<file path="config.mk">
export PLATFORM = sky130hd
export DESIGN_NAME = irq_controller
export DESIGN_NICKNAME = d
export VERILOG_FILES = /design/src/rtl/irq_pkg.sv /design/src/rtl/irq_sync.sv /design/src/rtl/irq_controller.sv
export SDC_FILE = /design/constraint.sdc
export NUM_CORES = 1
export LEC_CHECK = 0
export CAP_MARGIN = 20
export CELL_PAD_IN_SITES_DETAIL_PLACEMENT = 1
export CELL_PAD_IN_SITES_GLOBAL_PLACEMENT = 2
export CORE_UTILIZATION = 29
export CTS_CLUSTER_SIZE = 12
export DETAILED_ROUTE_END_ITERATION = 7
export GPL_ROUTABILITY_DRIVEN = 0
export PLACE_DENSITY = 0.91
export SYNTH_ARGS = -nofsm -noshare
export SYNTH_HDL_FRONTEND = slang
export SYNTH_SLANG_ARGS = --single-unit
</file>
<file path="constraint.sdc">
create_clock -name clk -period 4.6 [get_ports clk]
set_input_delay 0.46 -clock clk [delete_from_list [all_inputs] [get_ports clk]]
set_output_delay 0.46 -clock clk [all_outputs]
set_load 0.05 [all_outputs]
</file>
<file path="src/rtl/irq_pkg.sv">
// rtl/irq_pkg.sv - register map, FSM states and STATUS layout for irq_controller
package irq_pkg;

    localparam logic [1:0] REG_PENDING = 2'd0;
    localparam logic [1:0] REG_MASK    = 2'd1;
    localparam logic [1:0] REG_MODE    = 2'd2;
    localparam logic [1:0] REG_STATUS  = 2'd3;

    localparam int STATUS_BIT = 31;

    typedef enum logic {
        IDLE = 1'b0,
        REQ  = 1'b1
    } state_t;

endpackage

</file>
<file path="src/rtl/irq_sync.sv">
// rtl/irq_sync.sv - one interrupt channel: synchroniser chain plus rising-edge detector
module irq_sync #(
    parameter int SYNC_STAGES = 2
) (
    input  logic clk,
    input  logic reset,
    input  logic irq_in,
    output logic level,
    output logic rise
);

    logic [SYNC_STAGES-1:0] sync_q;
    logic                   prev_q;

    always_ff @(posedge clk) begin
        if (reset) begin
            sync_q <= '0;
            prev_q <= 1'b0;
        end else begin
            sync_q <= {sync_q[SYNC_STAGES-2:0], irq_in};
            prev_q <= sync_q[SYNC_STAGES-1];
        end
    end

    assign level = sync_q[SYNC_STAGES-1];
    assign rise  = level & ~prev_q;

endmodule

</file>
<file path="src/rtl/irq_controller.sv">
// rtl/irq_controller.sv - N-channel interrupt controller with pending/mask/mode registers and fixed priority
module irq_controller #(
    parameter int N_CHANNELS  = 8,
    parameter int SYNC_STAGES = 2,
    parameter int ID_W        = (N_CHANNELS > 1) ? $clog2(N_CHANNELS) : 1
) (
    input  logic                  clk,
    input  logic                  reset,
    input  logic [N_CHANNELS-1:0] irq_in,
    input  logic                  start,
    input  logic                  we,
    input  logic [1:0]            addr,
    input  logic [31:0]           data,
    output logic [31:0]           q,
    output logic                  done,
    output logic                  cpu_irq,
    output logic [ID_W-1:0]       cpu_id,
    input  logic                  cpu_ack
);

    import irq_pkg::*;

    logic [N_CHANNELS-1:0] level;
    logic [N_CHANNELS-1:0] rise;
    logic [N_CHANNELS-1:0] pending_q;
    logic [N_CHANNELS-1:0] pending;
    logic [N_CHANNELS-1:0] mask_q;
    logic [N_CHANNELS-1:0] mode_q;
    logic [N_CHANNELS-1:0] eligible;
    logic [N_CHANNELS-1:0] id_onehot;
    logic [N_CHANNELS-1:0] ack_clr;
    logic [N_CHANNELS-1:0] w1c_clr;
    logic [ID_W-1:0]       winner_id;
    logic                  any_eligible;
    logic                  winner_still;
    logic                  wr;
    logic [31:0]           rd_data;
    logic                  data_unused;
    state_t                state_q;
    state_t                state_d;

    for (genvar i = 0; i < N_CHANNELS; i++) begin : g_ch
        irq_sync #(
            .SYNC_STAGES(SYNC_STAGES)
        ) u_sync (
            .clk   (clk),
            .reset (reset),
            .irq_in(irq_in[i]),
            .level (level[i]),
            .rise  (rise[i])
        );
    end

    // Level-mode channels track the synchronised input directly; only edge-mode bits are latched.
    assign pending      = (pending_q & mode_q) | (level & ~mode_q);
    assign eligible     = pending & mask_q;
    assign any_eligible = |eligible;
    assign cpu_irq      = (state_q == REQ);

    always_comb begin
        winner_id = '0;
        for (int i = N_CHANNELS - 1; i >= 0; i--) begin
            if (eligible[i]) winner_id = ID_W'(i);
        end
    end

    always_comb begin
        id_onehot = '0;
        for (int i = 0; i < N_CHANNELS; i++) begin
            id_onehot[i] = (cpu_id == ID_W'(i));
        end
    end

    assign winner_still = |(eligible & id_onehot);
    assign ack_clr      = id_onehot & {N_CHANNELS{cpu_irq & cpu_ack}};
    assign wr           = start & we;
    assign w1c_clr      = (wr && addr == REG_PENDING) ? data[N_CHANNELS-1:0] : '0;
    assign data_unused  = ^data;

    always_comb begin
        state_d = state_q;
        case (state_q)
            IDLE:    if (any_eligible) state_d = REQ;
            REQ:     if (cpu_ack || !winner_still) state_d = IDLE;
            default: state_d = IDLE;
        endcase
    end

    always_ff @(posedge clk) begin
        if (reset) begin
            state_q <= IDLE;
            cpu_id  <= '0;
        end else begin
            state_q <= state_d;
            if (state_q == IDLE && any_eligible) cpu_id <= winner_id;
        end
    end

    // A new edge in the same cycle as a W1C or ack clear keeps the bit set.
    always_ff @(posedge clk) begin
        if (reset) begin
            pending_q <= '0;
        end else begin
            pending_q <= ((pending_q & ~w1c_clr & ~ack_clr) | rise) & mode_q;
        end
    end

    always_ff @(posedge clk) begin
        if (reset) begin
            mask_q <= '0;
            mode_q <= '1;
        end else if (wr) begin
            if (addr == REG_MASK) mask_q <= data[N_CHANNELS-1:0];
            if (addr == REG_MODE) mode_q <= data[N_CHANNELS-1:0];
        end
    end

    always_comb begin
        rd_data = '0;
        case (addr)
            REG_PENDING: rd_data[N_CHANNELS-1:0] = pending;
            REG_MASK:    rd_data[N_CHANNELS-1:0] = mask_q;
            REG_MODE:    rd_data[N_CHANNELS-1:0] = mode_q;
            REG_STATUS: begin
                rd_data[STATUS_BIT] = cpu_irq;
                rd_data[ID_W-1:0]   = cpu_id;
            end
            default:     rd_data = '0;
        endcase
    end

    // Writes return zero on q so a stale read value is never mistaken for write feedback.
    always_ff @(posedge clk) begin
        if (reset) begin
            q    <= '0;
            done <= 1'b0;
        end else begin
            done <= start;
            if (start) q <= we ? 32'd0 : rd_data;
        end
    end

endmodule
</file>
==> results by stage, run 1 <==
Worst setup path:
- The critical path capture point type is a register.
- The type of the worst setup path is primary input to register.
- The capturing point of the worst reg2reg path is cpu_id[0].
- The kind of cell with the highest combined delay on the critical path is simple AND/OR/NAND/NOR gates.
- The count of buffering cells on the critical path with inverters included is 1.
- On the critical path, the stage with the largest delay is an instance of sky130_fd_sc_hd__clkdlybuf4s50_1.
- The arrival time at the worst endpoint is 2.78 ns.
- The logic depth of the worst setup path including buffers is 6.
- Data on the critical path is required at its endpoint by 4.81 ns.
- Counting cells, the worst reg-to-reg path comes to 5.
- The kind of start point of the critical path is a primary input.
- The critical path starts at addr[1].
- Along the worst path, the maximum fanout reaches 18.
- The setup slack on the worst flop-to-flop path is 2.82 ns.
- The reg-to-reg startpoint is mode_q[7].
- The delay of the slowest cell on the worst path is 0.80 ns.
- The signal on the critical path passes through clkdlybuf4s50_1, or2_2, nor2_1, a22oi_1, a2bb2oi_1, nor3_1.

Yosys:
- The count of mapped cells out of synthesis is 320.
- Dividing the synthesized area by the synthesized cell count gives 8.70 sq um.
- The count of state elements after synthesis is 62.
- The sequential share of the synthesized area is 44.6%.
- The count of warnings emitted by yosys is 0.
- The most used flip-flop cell after synthesis is sky130_fd_sc_hd__dfxtp_1.
- Yosys mapped a number of flops with a built-in enable equal to 0.
- The distinct cell type count after synthesis is 39.
- The post-synthesis instance area is 2780 sq um.
- After synthesis, the share of flip-flops with an asynchronous set or reset is 0%.

Clock tree:
- After clock tree synthesis, the flow added hold-fix buffers numbering 0.
- The clock insertion delay at the later pin of the skew report is 0.35 ns.
- The post-CTS resize count is 0.
- The setup fix buffers added after clock tree synthesis is 0.
- The tree built by TritonCTS fans out to 62 sinks.
- The clock tree synthesis step divided the H-tree into 3 levels.
- The clock edge transition at the registers on the reported setup and hold paths is 0.07 ns.
- The root buffer cell is sky130_fd_sc_hd__clkbuf_8.
- The clock passes through at most 2 buffers.
- Counting the buffers created by CTS gives 9.
- TritonCTS built the clock tree.

Hold path:
- The class of the tightest hold or removal check is register to register.
- The worst hold endpoint is g_ch[6].u_sync.sync_q[1].
- The startpoint identified for the worst hold timing path is g_ch[6].u_sync.sync_q[0].
- The instance count along the most critical hold path is 1.

Final layout:
- Leaving out fill and tap cells, the most frequent cells in the layout are sky130_fd_sc_hd__dfxtp_1, sky130_fd_sc_hd__nand2_1, sky130_fd_sc_hd__clkdlybuf4s50_1.
- The fraction of layout cells with a size suffix above 1 is 8.64%.
- The area growth from synthesis to layout is 19.9%.
- The post-route standard cell area excluding fillers is 3340 sq um.
- The repair_antennas step left the layout with diodes totalling 0.
- The most frequent standard cell in the layout excluding fill and tap cells is sky130_fd_sc_hd__dfxtp_1.
- After filler insertion, the fill cell instance count of the layout stands at 1,120.
- The final net count is 401.

Place:
- The number of buffers added on ports is 36.
- The placed instances occupy a cell area of 3150 sq um.
- Summed over all nets, the half-perimeter wirelength after detailed placement is 5090 microns.

Timing:
- Across all hold checks on the routed design, the worst slack comes to 0.442 ns.
- Setup repair after global routing left no endpoint under its margin.
- The post-layout minimum cycle time is 2.57 ns.
- The portion of the clock cycle consumed by the worst path in the final layout is 55.8%.
- Based on the critical path, the design can be clocked at up to 390 MHz.
- The setup violation total in the final timing report is 0.
- The worst clock skew is 0.00766 ns.
- The total count of max-transition violations in the final report is 0.
- Headroom to the max-slew limit came out at 49.9%.
- The final hold violation count came to 0.
- The sum of negative setup slack is 0 ns.
- At the pin with the least slew margin, the transition time is 0.750 ns.

Detailed routing:
- The count of unresolved DRC violations after routing is 0.
- In this run, the number of DRC markers left after iteration 0 of detailed routing was 89.
- The number of search-and-repair iterations in the first detailed-routing pass is 4.
- The average wire per cell in the routed design is 14.5 microns.
- The final antenna-violating net count is 0.
- The via density per instance is 4.74.
- The total detailed-routing wirelength is 7060 microns.
- For this block, the via count after detailed routing is 2,313.

GRT:
- The total overflow left after global routing is 0.
- The via count of the first global-routing pass is 2,239.
- The total global-route track usage is 15.0%.
- The wire length of the first global-routing pass is 11,300 microns.
- Entering global routing, the biggest net connects 55 pins.
- The initial antenna violation count was 0.

Die:
- The standard cell core area is 9280 sq um.
- The die boundary width is 100 microns.
- The die area is 9990 sq um.
- The number of top-level design ports is 84.
- The floorplan has 35 rows.
- For this configuration, the core starts out at a cell density of 30.0%.
- In this run the vertical extent of the chip is 100 microns.

Pwr:
- For this design the static power due to leakage is 1.24 nW.
- The overall power is 1.16 mW.
- The power density over cell area is 348 nW/um^2.
- The largest vdd supply drop is 139 uV.

Job:
- Across the run, the number of max-cap violations was 0.

Outcome:
- The run finished with clean final reports.
[cells in the mapped netlist, types with 4 or more instances]
cell	number	share of area, %
sky130_fd_sc_hd__nand2b_1	4	0.90
sky130_fd_sc_hd__o21ai_0	11	2.0
sky130_fd_sc_hd__buf_4	23	6.2
sky130_fd_sc_hd__mux2_2	5	2.0
sky130_fd_sc_hd__o211ai_1	11	3.0
sky130_fd_sc_hd__nor2b_1	28	6.3
sky130_fd_sc_hd__nor3_1	9	1.6
sky130_fd_sc_hd__a21oi_1	23	4.1
sky130_fd_sc_hd__mux2i_1	4	1.4
sky130_fd_sc_hd__nand2_1	41	5.5
sky130_fd_sc_hd__a2bb2oi_1	6	1.9
sky130_fd_sc_hd__clkbuf_1	10	1.3
sky130_fd_sc_hd__o31a_1	4	1.3
sky130_fd_sc_hd__inv_1	16	2.2
sky130_fd_sc_hd__dfxtp_1	62	45
sky130_fd_sc_hd__nor2_1	19	2.6
sky130_fd_sc_hd__a22oi_1	13	3.5
[layout make-up]
| class | instances | area [sq um] | area share, % |
|---|---|---|---|
| timing repair buffer | 38 | 374 | 11.2 |
| sequential | 62 | 1240 | 37.2 |
| tap | 129 | 161 | 4.84 |
| multi-input combinational | 226 | 1310 | 39.3 |
| clock inverter | 7 | 58.8 | 1.76 |
| clock buffer | 9 | 124 | 3.71 |
| inverter | 17 | 63.8 | 1.91 |
[metal layers]
metal | share of wire, % | track usage [%] | vias to the layer above
met5 | 0 | 0 | -
met4 | 1.8 | 6.67 | 0
met3 | 4.6 | 3.76 | 11
met2 | 47 | 25.2 | 75
met1 | 46 | 18.0 | 1096
li1 | - | - | 1131
[how the worst max path moves through the flow]
| stage | end | slack (ns) |
|---|---|---|
| after CTS | pending_q[4] | 2.07 |
| after global routing | pending_q[5] | 1.95 |
| after floorplan | pending_q[3] | 2.92 |
| final | pending_q[4] | 2.03 |
| after global placement | mode_q[7] | 1.74 |
| after detailed placement | pending_q[4] | 1.70 |
[where the power goes]
part / switching, mW / leakage (nW) / internal (mW)
Sequential: 0.0121 / 0.507 / 0.555
Combinational: 0.101 / 0.655 / 0.0484
Clock: 0.243 / 0.0800 / 0.201
Total: 0.356 / 1.24 / 0.805
[flip-flops by register name (all words and copies together), names as in the netlist]
register            cells
q                       9
g_ch.u_sync.sync_q     16
pending_q               8
done                    1
cpu_irq                 1
g_ch.u_sync.prev_q      8
mask_q                  8
cpu_id                  3
mode_q                  8
[logic make-up (layout without fill, tap and decap cells)]
| kind of cell | after synthesis | in the layout | synth area share (%) |
|---|---|---|---|
| compound gates | 85 | 85 | 21.4 |
| buf+inv | 54 | 71 | 11.2 |
| flops | 62 | 62 | 44.6 |
| mux | 11 | 11 | 4.54 |
| other cells | 1 | 23 | 0.135 |
| simple gates | 107 | 107 | 18.1 |
[metrics by stage]
stage               cells  utilization [%]  worst slack (ns)
finish                488             35.9              2.03
global route          488             35.9              1.95
CTS                   488             35.9              2.07
detailed placement    472             34.0              1.70
global placement      471             33.8              1.74
floorplan             342                -              2.92
(Power assumes the default switching activity.)
==> inputs of run 2 (changes only) <==
--- a/config.mk
+++ b/config.mk
@@ -8,11 +8,11 @@
 export CAP_MARGIN = 20
 export CELL_PAD_IN_SITES_DETAIL_PLACEMENT = 1
 export CELL_PAD_IN_SITES_GLOBAL_PLACEMENT = 2
-export CORE_UTILIZATION = 29
+export CORE_UTILIZATION = 27
 export CTS_CLUSTER_SIZE = 12
 export DETAILED_ROUTE_END_ITERATION = 7
 export GPL_ROUTABILITY_DRIVEN = 0
-export PLACE_DENSITY = 0.91
+export PLACE_DENSITY = 0.86
 export SYNTH_ARGS = -nofsm -noshare
 export SYNTH_HDL_FRONTEND = slang
 export SYNTH_SLANG_ARGS = --single-unit
==> constraint.sdc (replaced) <==
create_clock -name clk -period 2.4 [get_ports clk]
set_input_delay 0.24 -clock clk [delete_from_list [all_inputs] [get_ports clk]]
set_output_delay 0.24 -clock clk [all_outputs]
set_load 0.05 [all_outputs]
==> results by stage, run 2 (synthesis gave the netlist of run 1 again) <==
Pwr:
- The largest vdd supply drop was 292 uV (+110%).
- The power density over cell area was 699 nW/um^2 (+100%).
- The net switching power is 654 uW (+84%).
- The sequential group share of total power is 45.1% (-3.8 points).
- The portion of total power attributed to combinational logic is 12.3% (-0.6 points).
- The overall power was 2.41 mW (+110%).
- The clock share of power was 42.7% (+4.4 points).
- The leakage power is 1.32 nW (+6.2%).
- The switching portion of total power was 27.1% (-3.5 points).
- The internal portion of total power came to 1.76 mW (+120%).

Final layout:
- The final net count is 411 (+2.5%).
- The area added between synthesis and finish is 24.0%.
- The number of inserted diodes is 0 (unchanged).
- The post-route standard cell area excluding fillers is 3450 sq um (+3.5%).
- The library cell used most frequently in the layout, excluding fill and tap cells, is sky130_fd_sc_hd__dfxtp_1.
- In the final layout, the registers with the most flip-flops are g_ch.u_sync.sync_q: 16 flops, q: 9 flops.
- The fraction of layout cells with a size suffix above 1 was 10.8% (+2.2 points).
- The top cell types in the final layout, fill and taps aside, are sky130_fd_sc_hd__dfxtp_1, sky130_fd_sc_hd__nand2_1, sky130_fd_sc_hd__clkdlybuf4s50_1.
- The number of flip-flops under the largest register name was 16 (unchanged).
- g_ch.u_sync.sync_q holds more flip-flops than any other register.

Timing:
- The clock period could shrink to 1.96 ns.
- The maximum clock frequency is 511 MHz.
- The worst clock skew is 0.00769 ns (+0.0000247 ns).
- Setup repair after global routing left no endpoint under its margin.
- The total count of max-transition violations in the final report came to 0 (unchanged).
- The sum of negative setup slack is 0 ns (unchanged).
- The tightest slew margin relative to the limit came to 59.5% (+9.7 points).
- The final hold violation count came to 0 (unchanged).
- The worst slack on hold paths is 0.329 ns (-0.114 ns).
- The slew at the pin closest to its max-slew limit is 0.601 ns (-0.148 ns).
- The setup violation total in the final timing report is 0 (unchanged).
- The portion of the clock cycle consumed by the worst path in the final layout is 81.6%.

GRT:
- The largest net degree at the start of global routing is 32 (-42%).
- The via count of the first global-routing pass is 2,412 (+7.7%).
- The wire length of the first global-routing pass came to 12,200 microns (+7.8%).
- The initial antenna violation count was 0 (unchanged).
- The total global-route track usage is 14.5% (-0.44 points).
- The total congestion overflow is 0 (unchanged).

Detailed routing:
- The average wire per cell in the routed design was 14.6 microns (+1.1%).
- The number of search-and-repair iterations in the first detailed-routing pass is 4 (unchanged).
- The violation count after the first detailed-route iteration came to 107 (+20%).
- The via density per instance was 4.74 (about the same).
- The total detailed-routing wirelength is 7350 microns (+4.0%).
- The count of unresolved DRC violations after routing is 0 (unchanged).
- The total via count in the routed design was 2,379 (+2.9%).
- The final antenna-violating net count is 0 (unchanged).

Outcome:
- The run finished with clean final reports.

Worst setup path:
- The number of cells on the worst reg-to-reg path was 5 (unchanged).
- The delay of the slowest cell on the worst path is 0.87 ns (+0.07 ns).
- The signal on the critical path passes through clkdlybuf4s50_1.
- The capturing point of the worst reg2reg path is cpu_id[0].
- The reg-to-reg startpoint is mode_q[6].
- The required time of the critical path is 2.16 ns (-2.65 ns).
- The count of buffering cells on the critical path with inverters included is 1 (unchanged).
- Grouping stages by cell kind, the critical path spends the most delay in buffers and inverters.
- The worst setup path is of the register to output port kind.
- The setup slack on the worst flop-to-flop path is 0.65 ns (-2.17 ns).
- Among all stages on the critical path, the largest delay is contributed by sky130_fd_sc_hd__clkdlybuf4s50_1.
- The kind of start point of the critical path is a register.
- The most critical setup path has its startpoint at cpu_irq.
- The largest driver fanout on the critical path is 8 (-10).
- The critical path capture point type is an output port.
- The arrival time at the worst endpoint is 1.72 ns (-1.06 ns).

Clock tree:
- The setup fix buffers added after clock tree synthesis is 0 (unchanged).
- The clock insertion delay at the later pin of the skew report is 0.34 ns (about the same).
- The H-tree depth reported by CTS is 3 (unchanged).
- The number of sinks driven by the clock tree is 62 (unchanged).
- The root buffer cell chosen for the clock tree is sky130_fd_sc_hd__clkbuf_8.
- The clock tree from TritonCTS is yes.
- The clock edge transition at the registers on the reported setup and hold paths is 0.08 ns (about the same).
- The number of buffers inserted for hold repair after clock tree synthesis was 0 (unchanged).
- The maximum buffer depth of the clock tree was 2 (unchanged).
- The post-CTS resize count is 0 (unchanged).
- The number of buffers inserted during clock tree synthesis is 9 (unchanged).

Place:
- The number of buffers added on ports came to 36 (unchanged).
- The half-perimeter wire length after detailed placement is 5460 microns (+7.3%).
- The total cell area at the placement stage is 3230 sq um (+2.4%).

Die:
- The number of top-level design ports came to 84 (unchanged).
- The die area is 10,700 sq um (+7.3%).
- The starting density of the core is 28.2% (-1.8 points).
- The standard cell core area is 9860 sq um (+6.3%).
- The standard-cell row count is 36 (+2.9%).
- The floorplan die height came to 104 microns (+3.6%).
- The die boundary width is 104 microns (+3.6%).

Hold path:
- The instance count along the most critical hold path is 3 (+2).
- In this run the most critical hold path is launched from reset.
- The tightest min-delay check is of the primary input to register type.
- The worst hold endpoint is g_ch[1].u_sync.sync_q[0].

Job:
- The number of maximum-capacitance violations is 0 (unchanged).
-- run 2: cell count changes in the layout (fill, tap and decap cells not counted), sizes merged --
cell      previous run  this run
buf                  3        13
bufinv               0         2
clkbuf               9        10
clkinv               2         3
clkinvlp             4         1
inv                 18        17
-- run 2: power groups by stage --
stage	clock network (mW)	registers [mW]	logic [mW]
floorplan	0	1.12	0.218
global placement	0	1.11	0.292
detailed placement	0	1.11	0.296
CTS	1.05	1.09	0.297
global route	1.10	1.09	0.319
finish	1.03	1.09	0.296
-- run 2: worst register-to-register path, stage by stage (launching register included) --
cell                       delay, ns
sky130_fd_sc_hd__dfxtp_1        0.39
sky130_fd_sc_hd__mux2_4         0.34
sky130_fd_sc_hd__a211o_1        0.30
sky130_fd_sc_hd__a222oi_1       0.34
sky130_fd_sc_hd__o211ai_1       0.18
sky130_fd_sc_hd__a21oi_2        0.14
-- run 2: worst max-delay path by stage --
stage | end | slack, ns | cells after the start
after floorplan | cpu_id[0] | 0.84 | 5
after global placement | pending_q[4] | 0.48 | 7
after detailed placement | pending_q[4] | 0.44 | 7
after CTS | cpu_irq | 0.42 | 1
after global routing | cpu_irq | 0.37 | 1
final | cpu_irq | 0.44 | 1
-- run 2: routing by layer --
metal	track usage [%]	share of wire, %	vias to the layer above
met5	0	0	-
met4	4.04	0.45	0
met3	3.65	5.5	4
met2	24.1	47	68
met1	18.6	47	1155
li1	-	-	1152
-- run 2: stage by stage --
step,cells,util (%),setup WS [ns]
final,502,35.0,0.441
after global routing,502,35.0,0.370
after CTS,502,35.0,0.416
after detailed placement,486,32.7,0.437
after global placement,486,32.7,0.480
after floorplan,342,-,0.842
-- run 2: area by class of cell --
cell class                 instances  area, sq um
clock buffer                      10          128
tap                              133          166
sequential                        62         1240
timing repair buffer              48          445
clock inverter                     6         93.8
inverter                          17         63.8
multi-input combinational        226         1310
fill                            1156         6410
